$ cat src/rtl/reorder_buffer.sv
// Circular in-order retirement buffer. Allocates ROB ids at dispatch, collects CDB results,
// retires one entry per cycle in program order and raises a flush on a mispredicted branch.
// Entry at index k carries ROB id k+1; id 0 means "no tag".
// Optional feature: define ROB_COMMIT_CNT_EN to add a free-running 32-bit commit counter port.
module reorder_buffer #(
    parameter int unsigned ROB_SIZE     = 16,
    parameter int unsigned ROB_ID_WIDTH = 5,
    parameter int unsigned REG_WIDTH    = 5,
    parameter int unsigned DATA_WIDTH   = 32
) (
    input  logic                    clk_in,
    input  logic                    rst_in,
    input  logic                    rdy_in,
    input  logic                    issue_valid_in,
    input  logic [REG_WIDTH-1:0]    issue_rd_in,
    input  logic [DATA_WIDTH-1:0]   issue_pc_in,
    output logic [ROB_ID_WIDTH-1:0] alloc_rob_id_out,
    output logic                    full_out,
    input  logic                    wb_valid_in,
    input  logic [ROB_ID_WIDTH-1:0] wb_rob_id_in,
    input  logic [DATA_WIDTH-1:0]   wb_value_in,
    input  logic                    wb_mispredict_in,
    input  logic [DATA_WIDTH-1:0]   wb_target_pc_in,
    input  logic [ROB_ID_WIDTH-1:0] q1_rob_id_in,
    input  logic [ROB_ID_WIDTH-1:0] q2_rob_id_in,
    output logic                    q1_ready_out,
    output logic                    q2_ready_out,
    output logic [DATA_WIDTH-1:0]   q1_value_out,
    output logic [DATA_WIDTH-1:0]   q2_value_out,
    output logic                    commit_flag_out,
    output logic [REG_WIDTH-1:0]    rd_to_reg_out,
    output logic [DATA_WIDTH-1:0]   V_to_reg_out,
    output logic [ROB_ID_WIDTH-1:0] Q_to_reg_out,
    output logic                    rollback_flag_out,
    output logic [DATA_WIDTH-1:0]   rollback_pc_out,
`ifdef ROB_COMMIT_CNT_EN
    output logic [31:0]             commit_cnt_out,
`endif
    output logic [DATA_WIDTH-1:0]   dbg_commit_pc_out
);

    localparam int unsigned IDX_W = $clog2(ROB_SIZE);
    localparam logic [ROB_ID_WIDTH-1:0] SIZE_ID = ROB_ID_WIDTH'(ROB_SIZE);
    localparam logic [ROB_ID_WIDTH-1:0] ONE_ID  = ROB_ID_WIDTH'(1);

    logic [ROB_SIZE-1:0]   busy;
    logic [ROB_SIZE-1:0]   ready;
    logic [ROB_SIZE-1:0]   mispredict;
    logic [REG_WIDTH-1:0]  ent_rd     [ROB_SIZE];
    logic [DATA_WIDTH-1:0] ent_value  [ROB_SIZE];
    logic [DATA_WIDTH-1:0] ent_pc     [ROB_SIZE];
    logic [DATA_WIDTH-1:0] ent_target [ROB_SIZE];

    logic [IDX_W-1:0]        head;
    logic [IDX_W-1:0]        tail;
    logic [ROB_ID_WIDTH-1:0] count;

    logic             commit_now;
    logic             rollback_now;
    logic             dispatch;
    logic             wb_hit;
    logic [IDX_W-1:0] wb_idx;
    logic [IDX_W-1:0] q1_idx;
    logic [IDX_W-1:0] q2_idx;

    assign full_out         = (count == SIZE_ID);
    assign alloc_rob_id_out = full_out ? '0 : ROB_ID_WIDTH'(tail) + ONE_ID;

    // Commit only looks at the registered ready bit, so a same-cycle writeback never retires.
    assign commit_now   = rdy_in & busy[head] & ready[head];
    assign rollback_now = commit_now & mispredict[head];

    assign wb_idx   = IDX_W'(wb_rob_id_in - ONE_ID);
    assign wb_hit   = rdy_in & wb_valid_in & (wb_rob_id_in != '0) & (wb_rob_id_in <= SIZE_ID)
                      & busy[wb_idx] & ~rollback_now;
    assign dispatch = rdy_in & issue_valid_in & ~full_out & ~rollback_now;

    assign q1_idx = IDX_W'(q1_rob_id_in - ONE_ID);
    assign q2_idx = IDX_W'(q2_rob_id_in - ONE_ID);

    // Operand query 1: stored value, else bypass from the CDB in the same cycle.
    always_comb begin
        q1_ready_out = 1'b0;
        q1_value_out = '0;
        if (q1_rob_id_in != '0 && q1_rob_id_in <= SIZE_ID && busy[q1_idx]) begin
            if (ready[q1_idx]) begin
                q1_ready_out = 1'b1;
                q1_value_out = ent_value[q1_idx];
            end else if (wb_valid_in && wb_rob_id_in == q1_rob_id_in) begin
                q1_ready_out = 1'b1;
                q1_value_out = wb_value_in;
            end
        end
    end

    // Operand query 2: same lookup as query 1.
    always_comb begin
        q2_ready_out = 1'b0;
        q2_value_out = '0;
        if (q2_rob_id_in != '0 && q2_rob_id_in <= SIZE_ID && busy[q2_idx]) begin
            if (ready[q2_idx]) begin
                q2_ready_out = 1'b1;
                q2_value_out = ent_value[q2_idx];
            end else if (wb_valid_in && wb_rob_id_in == q2_rob_id_in) begin
                q2_ready_out = 1'b1;
                q2_value_out = wb_value_in;
            end
        end
    end

    // Entry array, pointers and registered commit/rollback outputs.
    always_ff @(posedge clk_in or posedge rst_in) begin
        if (rst_in) begin
            busy              <= '0;
            ready             <= '0;
            mispredict        <= '0;
            head              <= '0;
            tail              <= '0;
            count             <= '0;
            commit_flag_out   <= 1'b0;
            rd_to_reg_out     <= '0;
            V_to_reg_out      <= '0;
            Q_to_reg_out      <= '0;
            rollback_flag_out <= 1'b0;
            rollback_pc_out   <= '0;
            dbg_commit_pc_out <= '0;
            for (int i = 0; i < ROB_SIZE; i++) begin
                ent_rd[i]     <= '0;
                ent_value[i]  <= '0;
                ent_pc[i]     <= '0;
                ent_target[i] <= '0;
            end
        end else begin
            commit_flag_out   <= 1'b0;
            rollback_flag_out <= 1'b0;

            if (wb_hit) begin
                ready[wb_idx]      <= 1'b1;
                ent_value[wb_idx]  <= wb_value_in;
                mispredict[wb_idx] <= wb_mispredict_in;
                ent_target[wb_idx] <= wb_target_pc_in;
            end

            if (commit_now) begin
                commit_flag_out   <= 1'b1;
                rd_to_reg_out     <= ent_rd[head];
                V_to_reg_out      <= ent_value[head];
                Q_to_reg_out      <= ROB_ID_WIDTH'(head) + ONE_ID;
                dbg_commit_pc_out <= ent_pc[head];
                busy[head]        <= 1'b0;
                head              <= head + IDX_W'(1);
            end

            // Flush overrides the head advance above; the mispredicted entry still commits.
            if (rollback_now) begin
                rollback_flag_out <= 1'b1;
                rollback_pc_out   <= ent_target[head];
                busy              <= '0;
                ready             <= '0;
                head              <= '0;
                tail              <= '0;
                count             <= '0;
            end else begin
                if (dispatch) begin
                    busy[tail]       <= 1'b1;
                    ready[tail]      <= 1'b0;
                    mispredict[tail] <= 1'b0;
                    ent_rd[tail]     <= issue_rd_in;
                    ent_pc[tail]     <= issue_pc_in;
                    tail             <= tail + IDX_W'(1);
                end
                case ({dispatch, commit_now})
                    2'b10:   count <= count + ONE_ID;
                    2'b01:   count <= count - ONE_ID;
                    default: count <= count;
                endcase
            end
        end
    end

`ifdef ROB_COMMIT_CNT_EN
    // Retirement counter; survives rollbacks and wraps naturally.
    always_ff @(posedge clk_in or posedge rst_in) begin
        if (rst_in) begin
            commit_cnt_out <= '0;
        end else if (commit_now) begin
            commit_cnt_out <= commit_cnt_out + 32'd1;
        end
    end
`endif

endmodule

$ cat config.mk
export PLATFORM = sky130hd
export DESIGN_NAME = reorder_buffer
export DESIGN_NICKNAME = d
export VERILOG_FILES = /design/src/rtl/reorder_buffer.sv
export SDC_FILE = /design/constraint.sdc
export NUM_CORES = 2
export LEC_CHECK = 0
export CAP_MARGIN = 20
export CELL_PAD_IN_SITES_DETAIL_PLACEMENT = 1
export CELL_PAD_IN_SITES_GLOBAL_PLACEMENT = 1
export CORE_UTILIZATION = 28
export CTS_CLUSTER_SIZE = 8
export DETAILED_ROUTE_END_ITERATION = 7
export GPL_ROUTABILITY_DRIVEN = 0
export PLACE_DENSITY = 0.45
export SETUP_SLACK_MARGIN = 0.05
export SYNTH_ARGS = -nofsm -noshare
export SYNTH_HDL_FRONTEND = slang
export SYNTH_SLANG_ARGS = --single-unit
$ cat constraint.sdc
create_clock -name clk_in -period 71.3 [get_ports clk_in]
set_clock_uncertainty 0.05 [all_clocks]
set_input_delay 7.13 -clock clk_in [delete_from_list [all_inputs] [get_ports clk_in]]
set_output_delay 7.13 -clock clk_in [all_outputs]
set_load 0.02 [all_outputs]
==> flow_metrics.tcl <==
set metrics [dict create \
    avgViaCountPerCell 5.54 \
    postCtsSetupBuffers 0 \
    combPwrFrac_pct 30.5 \
    timing.setup.tns_ps 0 \
    critPathKind "in -> out" \
    ctsHoldBuffers 0 \
    cts.clk_slew.worst_paths_ps 50 \
    wl_per_cell_microns 31.8 \
    end_kind "output port" \
    core_region_area_sq_um 313000 \
    ys_ff_latch 1785 \
    firstDrtPassIters 7 \
    seqPwrFrac_pct 38.7 \
    synth_warnings 0 \
    syn_to_final_growth_pct 16.5 \
    crit_path_cell_trace "buf_8, inv_1, ha_4, buf_4, mux4_2, mux4_4, buf_4, o211ai_1, buf_4, nor2_1, clkdlybuf4s50_1" \
    cts_resized 0 \
    first_iter_violations 3568 \
    critical-path-top-delay-family "buffers and inverters" \
    cpMaxStageDelayCell "mux4_4" \
    status "complete, no violations" \
    power_switching_uw 1240 \
    grt_max_degree 166 \
    fillers 31790 \
    die_y_microns 564 \
    cp_max_fo 65 \
    slew_headroom_pct 27.0 \
    antenna_found_initial 35 \
    synth_edf_count 0 \
    final_cell_mix "dfrtp_1 (1781), mux2_1 (1024), mux4_2 (859), o2bb2ai_1 (592), clkdlybuf4s50_1 (299)" \
    yosys_most_used_dff "dfrtp_1" \
    final_common_cell "dfrtp_1" \
    synth_cell_type_count 58 \
    timing.fmax_ghz 0.0520 \
    ctsHtreeMaxLevel 5 \
    switching_share_pct 32.8 \
    setup_viol 0 \
    rsz0062_at_grt "no" \
    synth_cells 5658 \
    p_per_area_nw_per_um2 36.6 \
    synth.avg_cell_area_sq_um 15.6 \
    initial_core_util_pct 28.2 \
    num_vias 55298 \
    fp.dieW_microns 564 \
    cp.required_ps 64120 \
    ys_seq_area_share_pct 50.6 \
    intPower_uw 2530 \
    worstSetupStartpointType "input port" \
    layout_min_cycle_time_ps 19230 \
    num_rows 205 \
    leakagePower_uw 0.0443 \
    hold_class "reg -> reg" \
    pin_count 302 \
    critical_path_arrival_ps 12050 \
    worstSkewPairLatency_ps 870 \
    path_buf_inv 6 \
    drive_gt1_share_pct 24.4 \
    postLayoutCoreUtil_pct 32.9 \
    grt_overflow 0 \
    nets 5931 \
    worst_ir_drop_vdd_v 0.0000299 \
    drc 0 \
    clk_path_buf_depth 4 \
    root_buffer "clkbuf_16" \
    die_area_sq_um 318000 \
    port_buffers 301 \
    wl_microns 317000 \
    grt_usage_pct 20.1 \
    cts_made_buffers 265 \
    tightest_slew_ps 1090 \
    max-cap-violations 0 \
    syn_nets 5801 \
    grt_pass1_wl_microns 469000 \
    cts.sinks 1785 \
    clockPowerShare_pct 30.8 \
    dp_hpwl_microns 175000 \
    tritoncts "yes" \
    timing.final.crit_share_pct 27.0 \
    netlist_area_sq_um 88300 \
    detail-route-antenna-nets 0 \
    async_reset_ff_share_pct 100 \
    cp_slowest_stage_delay_ps 780 \
    crit_top_cell "buf_4" \
    grt_pass1_vias 61245 \
    hold_viol 0 \
    drv_slew 0 \
]
## synth_stat cells (13+ instances only)
cell type / count / share of area [%]
buf_1: 98 / 0.42
buf_2: 137 / 0.78
nand2_2: 13 / 0.092
nand3_1: 36 / 0.20
a21oi_1: 26 / 0.15
clkbuf_1: 321 / 1.4
o2bb2ai_1: 592 / 5.9
xnor2_1: 13 / 0.13
mux2_2: 71 / 0.91
mux2i_1: 66 / 0.75
nand4_1: 18 / 0.13
inv_1: 23 / 0.098
mux2_1: 1024 / 13
o21ai_0: 41 / 0.23
nor2_1: 80 / 0.34
mux4_2: 861 / 22
dfrtp_1: 1785 / 51
ha_1: 20 / 0.28
o41ai_1: 14 / 0.14
a21boi_1: 16 / 0.14
nand2_1: 284 / 1.2
xor2_1: 15 / 0.15
## logic make-up (layout without fill, tap and decap cells)
kind of cell,Yosys count,count (layout),share of synthesized area [%]
adders and majority gates,21,21,0.306
buffers and inverters,592,769,2.78
muxes,2022,2022,36.7
other,0,6,0
and+or+nand+nor,487,487,2.53
AOI/OAI and AO/OA,723,723,6.82
DFF,1785,1785,50.6
xor gates and xnor gates,28,28,0.278
## flip-flops by register name, indices dropped and copies added, names as in the netlist
name and flops:
rollback_flag_out 1, rd_to_reg_out 5, V_to_reg_out 32, Q_to_reg_out 5, ent_pc 512, tail 4
count 5, ent_rd 80, ent_value 512, rollback_pc_out 32, commit_flag_out 1, dbg_commit_pc_out 32
ent_target 512, mispredict 16, ready 16, busy 16, head 4
## through the flow
stage               hold slack [ps]  cells  instance area (sq um)  power [uW]  worst slack (ps)
global placement                411   9659                  95500        2620             52010
floorplan                       393   5658                  88300        2220             13730
CTS                             432   9974                 103000        3830             51960
finish                          425   9981                 103000        3760             52070
detailed placement              418   9660                  95500        2640             51960
global route                    441   9980                 103000        3950             51820
## cell type report
cell class                 instances  area, sq um  share of cell area (%)
sequential                      1785        44700                    43.4
inverter                          26          111                   0.108
clock inverter                    21          269                   0.262
clock buffer                     293         7000                    6.80
tap                             4140         5180                    5.04
multi-input combinational       3281        41500                    40.3
antenna                            6         15.0                  0.0146
timing repair buffer             429         4100                    3.99
## worst min-delay path: stages, from the launching register on
cell and delay (ps):
dfrtp_1 340, nand2_1 50, nand2_1 60
## power groups by stage
stage	sequential [uW]	combinational, uW	clock (uW)
floorplan	1410	804	0
global placement	1460	1150	0
detailed placement	1470	1170	0
CTS	1450	1170	1200
global route	1490	1230	1240
finish	1450	1150	1160
## path summary, 6_finish.rpt
check                                    from                    end  slack, ps  depth (start not counted)
max                           q2_rob_id_in[0]       q2_value_out[31]      52070                         11
max in group asynchronous              rst_in  dbg_commit_pc_out[23]      59900                          7
max reg2reg                           head[2]          ent_value[12]      64140                          9
min reg2reg                rollback_pc_out[1]     rollback_pc_out[1]        430                          2
min in group asynchronous              rst_in         ent_value[343]       6790                          2
min                        rollback_pc_out[1]     rollback_pc_out[1]        430                          2
## metal layers
metal / GRT usage [%] / up-vias / part of all wire, %
met4: 5.25 / 34 / 2.5
met1: 27.6 / 31169 / 45
li1: - / 22389 / -
met5: 0 / - / 0.066
met2: 32.9 / 1232 / 48
met3: 3.61 / 474 / 4.5
Power figures use the tool's default switching activity.
